## src/rtl/id_scoreboard.sv

```systemverilog
// Decode-stage register scoreboard: counts in-flight writers per architectural
// register between issue and writeback and raises the decode stall.
module id_scoreboard #(
  parameter int NREG  = 32,
  parameter int AW    = 5,
  parameter int NSRC  = 2,
  parameter int CNT_W = 2,
  parameter int TOT_W = 6
) (
  input  logic                 clk,
  input  logic                 resetn,
  input  logic                 is_valid,
  input  logic                 is_go,
  input  logic                 is_we,
  input  logic [AW-1:0]        is_waddr,
  input  logic [NSRC*AW-1:0]   is_src_addr,
  input  logic [NSRC-1:0]      is_src_need,
  input  logic [NSRC-1:0]      is_src_fwd,
  input  logic                 wb_valid,
  input  logic [AW-1:0]        wb_waddr,
  output logic [NSRC-1:0]      src_busy,
  output logic                 sb_full,
  output logic                 ds_stall,
  output logic [TOT_W-1:0]     inflight,
  output logic                 sb_err
);

  localparam logic [CNT_W-1:0] CNT_MAX = '1;

  logic [CNT_W-1:0] cnt_q [NREG];
  logic [CNT_W-1:0] cnt_d [NREG];
  logic [TOT_W-1:0] tot_q, tot_d;
  logic             err_q, err_d;

  logic src_stall;
  logic issue_try;
  logic retire;
  logic same_reg;
  logic full_bypass;
  logic issue_ok;
  logic retire_ok;
  logic go_err;
  logic under_err;

  // Source lookups read pre-retire state; r0 is never busy.
  for (genvar gi = 0; gi < NSRC; gi++) begin : g_src
    logic [AW-1:0] addr;
    assign addr         = is_src_addr[gi*AW +: AW];
    assign src_busy[gi] = resetn && (addr != '0) && (cnt_q[addr] != '0);
  end

  always_comb begin
    src_stall = |(src_busy & is_src_need & ~is_src_fwd);
    sb_full   = resetn && is_we && (is_waddr != '0) && (cnt_q[is_waddr] == CNT_MAX);
    ds_stall  = is_valid && (src_stall || sb_full);

    issue_try = is_valid && is_go && is_we && (is_waddr != '0);
    retire    = wb_valid && (wb_waddr != '0);
    same_reg  = (is_waddr == wb_waddr);

    // A saturated register retiring in the same cycle frees the slot the issue
    // reuses, so that pairing is accepted despite the stall and nets to zero.
    full_bypass = issue_try && retire && same_reg && sb_full && !src_stall;
    issue_ok    = issue_try && (!ds_stall || full_bypass);
    go_err      = is_valid && is_go && ds_stall && !full_bypass;
    under_err   = retire && (cnt_q[wb_waddr] == '0) && !(issue_ok && same_reg);
    retire_ok   = retire && !under_err;

    for (int r = 0; r < NREG; r++) begin
      cnt_d[r] = cnt_q[r];
      if (r != 0) begin
        if (issue_ok && (is_waddr == AW'(r)) && !(retire_ok && (wb_waddr == AW'(r))))
          cnt_d[r] = cnt_q[r] + CNT_W'(1);
        else if (retire_ok && (wb_waddr == AW'(r)) && !(issue_ok && (is_waddr == AW'(r))))
          cnt_d[r] = cnt_q[r] - CNT_W'(1);
      end
    end

    tot_d = tot_q + TOT_W'(issue_ok) - TOT_W'(retire_ok);
    err_d = err_q || go_err || under_err;
  end

  always_ff @(posedge clk) begin
    if (!resetn) begin
      for (int r = 0; r < NREG; r++) cnt_q[r] <= '0;
      tot_q <= '0;
      err_q <= 1'b0;
    end else begin
      for (int r = 0; r < NREG; r++) cnt_q[r] <= cnt_d[r];
      tot_q <= tot_d;
      err_q <= err_d;
    end
  end

  assign inflight = tot_q;
  assign sb_err   = err_q;

endmodule
```

## config.mk

```make
export PLATFORM = sky130hd
export DESIGN_NAME = id_scoreboard
export DESIGN_NICKNAME = d
export VERILOG_FILES = /design/src/rtl/id_scoreboard.sv
export SDC_FILE = /design/constraint.sdc
export NUM_CORES = 1
export LEC_CHECK = 0
export BUFFER_PORTS_ARGS = -buffer_cell sky130_fd_sc_hd__buf_2
export CORE_MARGIN = 2
export CORE_UTILIZATION = 40
export CTS_BUF_LIST = sky130_fd_sc_hd__clkbuf_8
export CTS_CLUSTER_DIAMETER = 100
export DETAILED_ROUTE_END_ITERATION = 7
export PLACE_DENSITY = 0.68
export SETUP_SLACK_MARGIN = 0.02
export SKIP_LAST_GASP = 1
export SYNTH_ARGS = -nofsm -noshare
export SYNTH_HDL_FRONTEND = slang
export SYNTH_SLANG_ARGS = --single-unit
export TNS_END_PERCENT = 50
```

## constraint.sdc

```tcl
create_clock -name clk -period 3.6 [get_ports clk]
set_clock_uncertainty 0.15 [all_clocks]
set_input_delay 0.36 -clock clk [delete_from_list [all_inputs] [get_ports clk]]
set_output_delay 0.36 -clock clk [all_outputs]
set_load 0.01 [all_outputs]
```

# [After elaboration in Yosys (flattened, before gate mapping)]
# Memories as Yosys holds them, arrays and structs flattened.
# Cells that the tools add are included.
[totals] reg_bits=7 mem_bits_rw=64 input_bits=30 out_inout_bits=11 elab_cells=490 memories=1
[classes] add_sub_neg=64 eq_ne=65 n_mux=96 bitwise=35 reduce_logical=227
[mem_list] memory="cnt_q" depth=32 width=2 read_ports=35 rd_clocked_by_memory_dff=0 wr=32 line_no="30" rtl="logic [CNT_W-1:0] cnt_q [NREG];"
[ops] cell="$mux 2" n=94
[ops] cell="$eq 5x5->1 const B" n=32
[ops] cell="$logic_and 1x1->1" n=147
[ops] cell="$eq 5x4->1 const B" n=16
[ops] cell="$logic_not 1->1" n=67
[ops] cell="$add 2x1->2 const B" n=31
[ops] cell="$sub 2x1->2 const B" n=31
[ops] cell="$eq 5x3->1 const B" n=8
[ops] cell="$or 1x1->1" n=32
[ops] cell="$eq 5x2->1 const B" n=4
[ops] cell="$reduce_bool 5->1" n=4
[ops] cell="$eq 5x1->1 const B" n=2
[ops] cell="$add 6x1->6" n=1
[ops] cell="$sub 6x1->6" n=1
[ops] cell="$eq 5x5->1" n=1
[ops] cell="$and 2x2->2" n=2
[ops] cell="$logic_or 1x1->1" n=4
[ops] cell="$reduce_bool 2->1" n=2
[ops] cell="$eq 2x2->1 const B" n=1
[ops] cell="$logic_not 2->1" n=1
[ops] cell="$mux 1" n=2
[ops] cell="$not 2->2" n=1
[ops] cell="$reduce_and 2->1" n=1
[ops] cell="$reduce_or 2->1" n=1
[ops] cell="$ne 0x0->1" n=1

# [Logic depth before layout (Yosys ltp)]
[depth] ltp_word=21 depth_mapped=18 depth_no_buf=16

# [Worst setup path before layout]
# Ideal clock, no wire load.
[synth_timing] path_type="input -> register" startpoint="input port is_src_addr[0]" endpoint="register tot_q[4] (netlist: inflight[4])" setup_ps=128 arrival_ps=3541 t_required_ps=3322 slack_ps=-218 path_stages=16 n_path_buf=0 cell_sequence="inv_1 -> mux4_2 -> a221o_1 -> o32ai_1 -> o2bb2ai_1 -> o21ai_1 -> nor2b_1 -> ha_1 -> inv_1 -> ha_1 -> fa_1 -> a21oi_1 -> nor2_1 -> nor2_1 -> xor2_1 -> nor2_1"
[synth_via] elab_chain_cells=17 elab_cells_between_ends=22 cone_classes="2 x add/sub; 2 x bitwise; 17 x reduce/logical; 1 x memory"
[synth_rtl] element="start, declared" line_no="16" rtl="input logic [NSRC*AW-1:0] is_src_addr,"
[synth_rtl] element="$mem_v2 32x2 / $reduce_bool 5->1 (equally long branches)"
[synth_rtl] element="$reduce_bool 2->1 / $logic_and 1x1->1 (equally long branches)" line_no="49" rtl="assign src_busy[gi] = resetn && (addr != '0) && (cnt_q[addr] != '0);"
[synth_rtl] element="$logic_and 1x1->1 *" line_no="49"
[synth_rtl] element="named net src_busy[0]" line_no="21" rtl="output logic [NSRC-1:0] src_busy,"
[synth_rtl] element="$and 2x2->2 * (2 in series)" line_no="53" rtl="src_stall = |(src_busy & is_src_need & ~is_src_fwd);"
[synth_rtl] element="$reduce_or 2->1 *" line_no="53"
[synth_rtl] element="$logic_or 1x1->1" line_no="55" rtl="ds_stall = is_valid && (src_stall || sb_full);"
[synth_rtl] element="$logic_and 1x1->1" line_no="55"
[synth_rtl] element="$logic_not 1->1" line_no="64" rtl="issue_ok = issue_try && (!ds_stall || full_bypass);"
[synth_rtl] element="$logic_or 1x1->1 *" line_no="64"
[synth_rtl] element="$logic_and 1x1->1 *" line_no="64"
[synth_rtl] element="branches (longest 5 deep; another with $add 6x1->6)"
[synth_rtl] element="$sub 6x1->6 *" line_no="79" rtl="tot_d = tot_q + TOT_W'(issue_ok) - TOT_W'(retire_ok);"
[synth_rtl] element="end signal, assigned" line_no="90" rtl="tot_q <= tot_d;"
[synth_rtl] element="end, declared" line_no="32" rtl="logic [TOT_W-1:0] tot_q, tot_d;"
# Mark *: on every way through the listed nets, which the timed path passes.
# A chain may end at the register's enable or synchronous reset.

==> results.tsv <==
stage	metric	value	unit
outcome	status	finished clean	
sta	timing.hold.ws	138.0	ps
clocking	cts_tree	done	
worst_setup_path	slowest_delay	470	ps
die	fp.dieW	120.1	um
sta	timing.final.crit_share	99.72	%
cells_and_area	multi_input_comb_area	3938	um^2
min_path	holdCritPathClass	in -> reg	
cells_and_area	fin_area	6807	um^2
worst_setup_path	cp.required	3700	ps
worst_setup_path	path_buf_inv	1	
sta	final_max_slew_viol_count	0	
logic_synthesis	yosysSeqAreaShare	25.61	%
worst_setup_path	r2r_start	cnt_q[10][1]$_SDFFE_PN0P_	
logic_synthesis	ys_types	57	
logic_synthesis	synth.ff_latch_count	69	
logic_synthesis	syn_area	5394	um^2
logic_synthesis	ys_async_sr_fraction	0	%
logic_synthesis	synth_enable_flop_cells	0	
cells_and_area	final_cell_mix	buf_4, xor2_1, nor2_1	
clocking	cts_buffer_depth	2	
cells_and_area	area_growth	26.19	%
die	die_y	120.1	um
cells_and_area	final_common_cell	buf_4	
sta	worstMarginPinSlew	831.5	ps
clocking	cts_buffers	9	
die	rows	42	
routing	dr.pass1.iters	5	
worst_setup_path	crit_family	compound AO/OA/AOI/OAI gates	
cells_and_area	final_util	51.60	%
clocking	clkLatencyLatePin	380	ps
worst_setup_path	start_kind	register	
clocking	ctsRootBufferMaster	clkbuf_8	
cells_and_area	n_antenna_cell	0	
logic_synthesis	yosys_most_used_dff	dfxtp_1	
cells_and_area	nFillCells	1259	
place	io_buffers	40	
routing	routed_wl	18160	um
power_and_ir_drop	p_per_area	311.9	nW/um^2
clocking	postCtsHoldBufs	0	
power_and_ir_drop	power.total	2123	uW
sta	max-slew-margin-rel	44.45	%
routing	num_vias	5787	
worst_setup_path	r2r_setup_slack	10	ps
routing	drtIter0Drc	539	
grt	track_usage	25.72	%
grt	grt_pass1_wl	29010	um
die	core_area	13190	um^2
die	start_util	40.89	%
cells_and_area	fin_cells	968	
logic_synthesis	yosysWarnings	0	
worst_setup_path	cp_slowest_cell	mux4_2	
logic_synthesis	syn-mean-instance-area	7.956	um^2
die	die_area	14430	um^2
cells_and_area	seq_area	1399	um^2
clocking	cts.clk_slew.worst_paths	70	ps
worst_setup_path	cp_cell_sequence	nor2_4, mux4_2, a221o_1, o32ai_4, o2bb2ai_4, o21ai_2, nor2b_1, ha_1, inv_2, ha_4, fa_2, a21oi_2, nor2_1, nor2_1, xor2_1, nor2_1	
power_and_ir_drop	leakage	0.002729	uW
cells_and_area	drive_gt1_share	27.02	%
routing	drcViolationCount	0	
worst_setup_path	crit_path_frequent_cell	nor2_1	
clocking	cts_sinks	69	
logic_synthesis	synth_cells	678	
logic_synthesis	syn_nets	746	
sta	max_freq	278.6	MHz
worst_setup_path	startpoint	cnt_q[10][1]$_SDFFE_PN0P_	
min_path	worstHoldStart	is_valid	
sta	finalCriticalPeriod	3590	ps
place	dp_hpwl	14010	um
worst_setup_path	arrival	3680	ps
sta	rsz0062_at_grt	true	
place	placed_area	6415	um^2
sta	setup_viol	0	
worst_setup_path	cp-end-kind	register	
sta	hold_violations	0	
power_and_ir_drop	irDropWorstVdd	0.0002570	V
grt	grt-ovfl-total	0	
die	io_pins	41	
place	placed_cells_incl_taps	948	
routing	wire_per_inst	18.76	um
place	place.gp.congestion	0.9930	
worst_setup_path	cp_max_fo	4	
grt	antenna_found_initial	0	
grt	grt_pass1_vias	5696	
cells_and_area	fin_nets	855	
routing	antenna_left	0	
routing	detail_route.vias_per_cell	5.978	
clocking	h-tree-depth	3	
job	cap_viol_max_count	0	
worst_setup_path	critPathKind	reg -> reg	
grt	grt_max_degree	68	
-- tightest hold or removal path, cell delays in order --
cell	delay, ps
buf_2	120
o21ai_0	70
o22ai_1	70
-- kinds of logic (layout without fill, tap and decap cells) --
logic type,after synthesis,in the layout,synth area share [%]
AND/OR/NAND/NOR,278,278,26.79
AO/OA/AOI/OAI,148,148,17.03
XOR/XNOR,72,72,11.69
flip-flops,69,69,25.61
buffers and inverters,58,172,4.338
adder cells (fa/ha/maj),38,38,8.954
multiplexers,15,15,5.590
-- metrics by stage --
| step | setup WS [ps] | setup TNS, ps |
|---|---|---|
| floorplan | 30.71 | 0 |
| global placement | -243.7 | -3073 |
| detailed placement | -282.8 | -4614 |
| CTS | -26.77 | -26.77 |
| global route | -149.6 | -251.1 |
| finish | 10.18 | 0 |
-- state kept, by name (all words and copies together) (netlist names) --
name / count
sb_err: 1
cnt_q: 62
inflight: 6
-- worst paths after layout --
check / to / cells after the start
setup / recovery: inflight[4]$_SDFF_PN0_ / 16
hold / removal: sb_err$_SDFF_PN0_ / 3
setup reg to reg: inflight[4]$_SDFF_PN0_ / 16
hold reg to reg: cnt_q[30][1]$_SDFFE_PN0P_ / 2
-- layout make-up --
type | instances | share of cell area [%]
Clock buffer | 9 | 1.820
Clock inverter | 7 | 1.213
Inverter | 15 | 0.8272
Multi-Input combinational cell | 551 | 57.85
Sequential cell | 69 | 20.55
Tap cell | 176 | 3.235
Timing Repair Buffer | 141 | 14.50
-- timing repair --
action,CTS,global route
endpoints found under the setup margin,17,42
gates resized for setup,15,31
hold endpoints to repair,0,0
setup buffers,1,3
pin swaps,3,13
-- per-layer routing --
layer  global-route usage [%]  routed length (um)  share of wire [%]  vias up
li1                         -                   -                  -     2719
met1                    31.36                7508                 41     2772
met2                    43.47                8768                 48      234
met3                    5.466                1218                6.7       62
met4                    11.32                 665                3.7        0
met5                        0                   0                  0        -
-- report_power, final --
group / leakage (uW) / switching, uW / internal, uW
registers: 0.000566 / 28.7 / 801
logic: 0.00205 / 333 / 270
clock network: 0.000115 / 309 / 381
-- synthesized netlist by cell type, drive strengths merged (10+ instances only) --
cell type / number / area (um^2)
ha: 37 / 462.9
dfxtp: 69 / 1381
or3: 35 / 219.0
nor3: 50 / 250.2
mux4: 12 / 270.3
buf: 21 / 95.09
nand2: 21 / 78.83
o21ai: 48 / 240.2
nand4: 18 / 112.6
xor2: 66 / 578.1
nor2b: 10 / 62.56
nand3: 30 / 150.1
inv: 14 / 52.55
a21oi: 44 / 220.2
nor2: 72 / 270.3
clkbuf: 22 / 82.58
No activity file was read; power rests on OpenSTA's default activity.
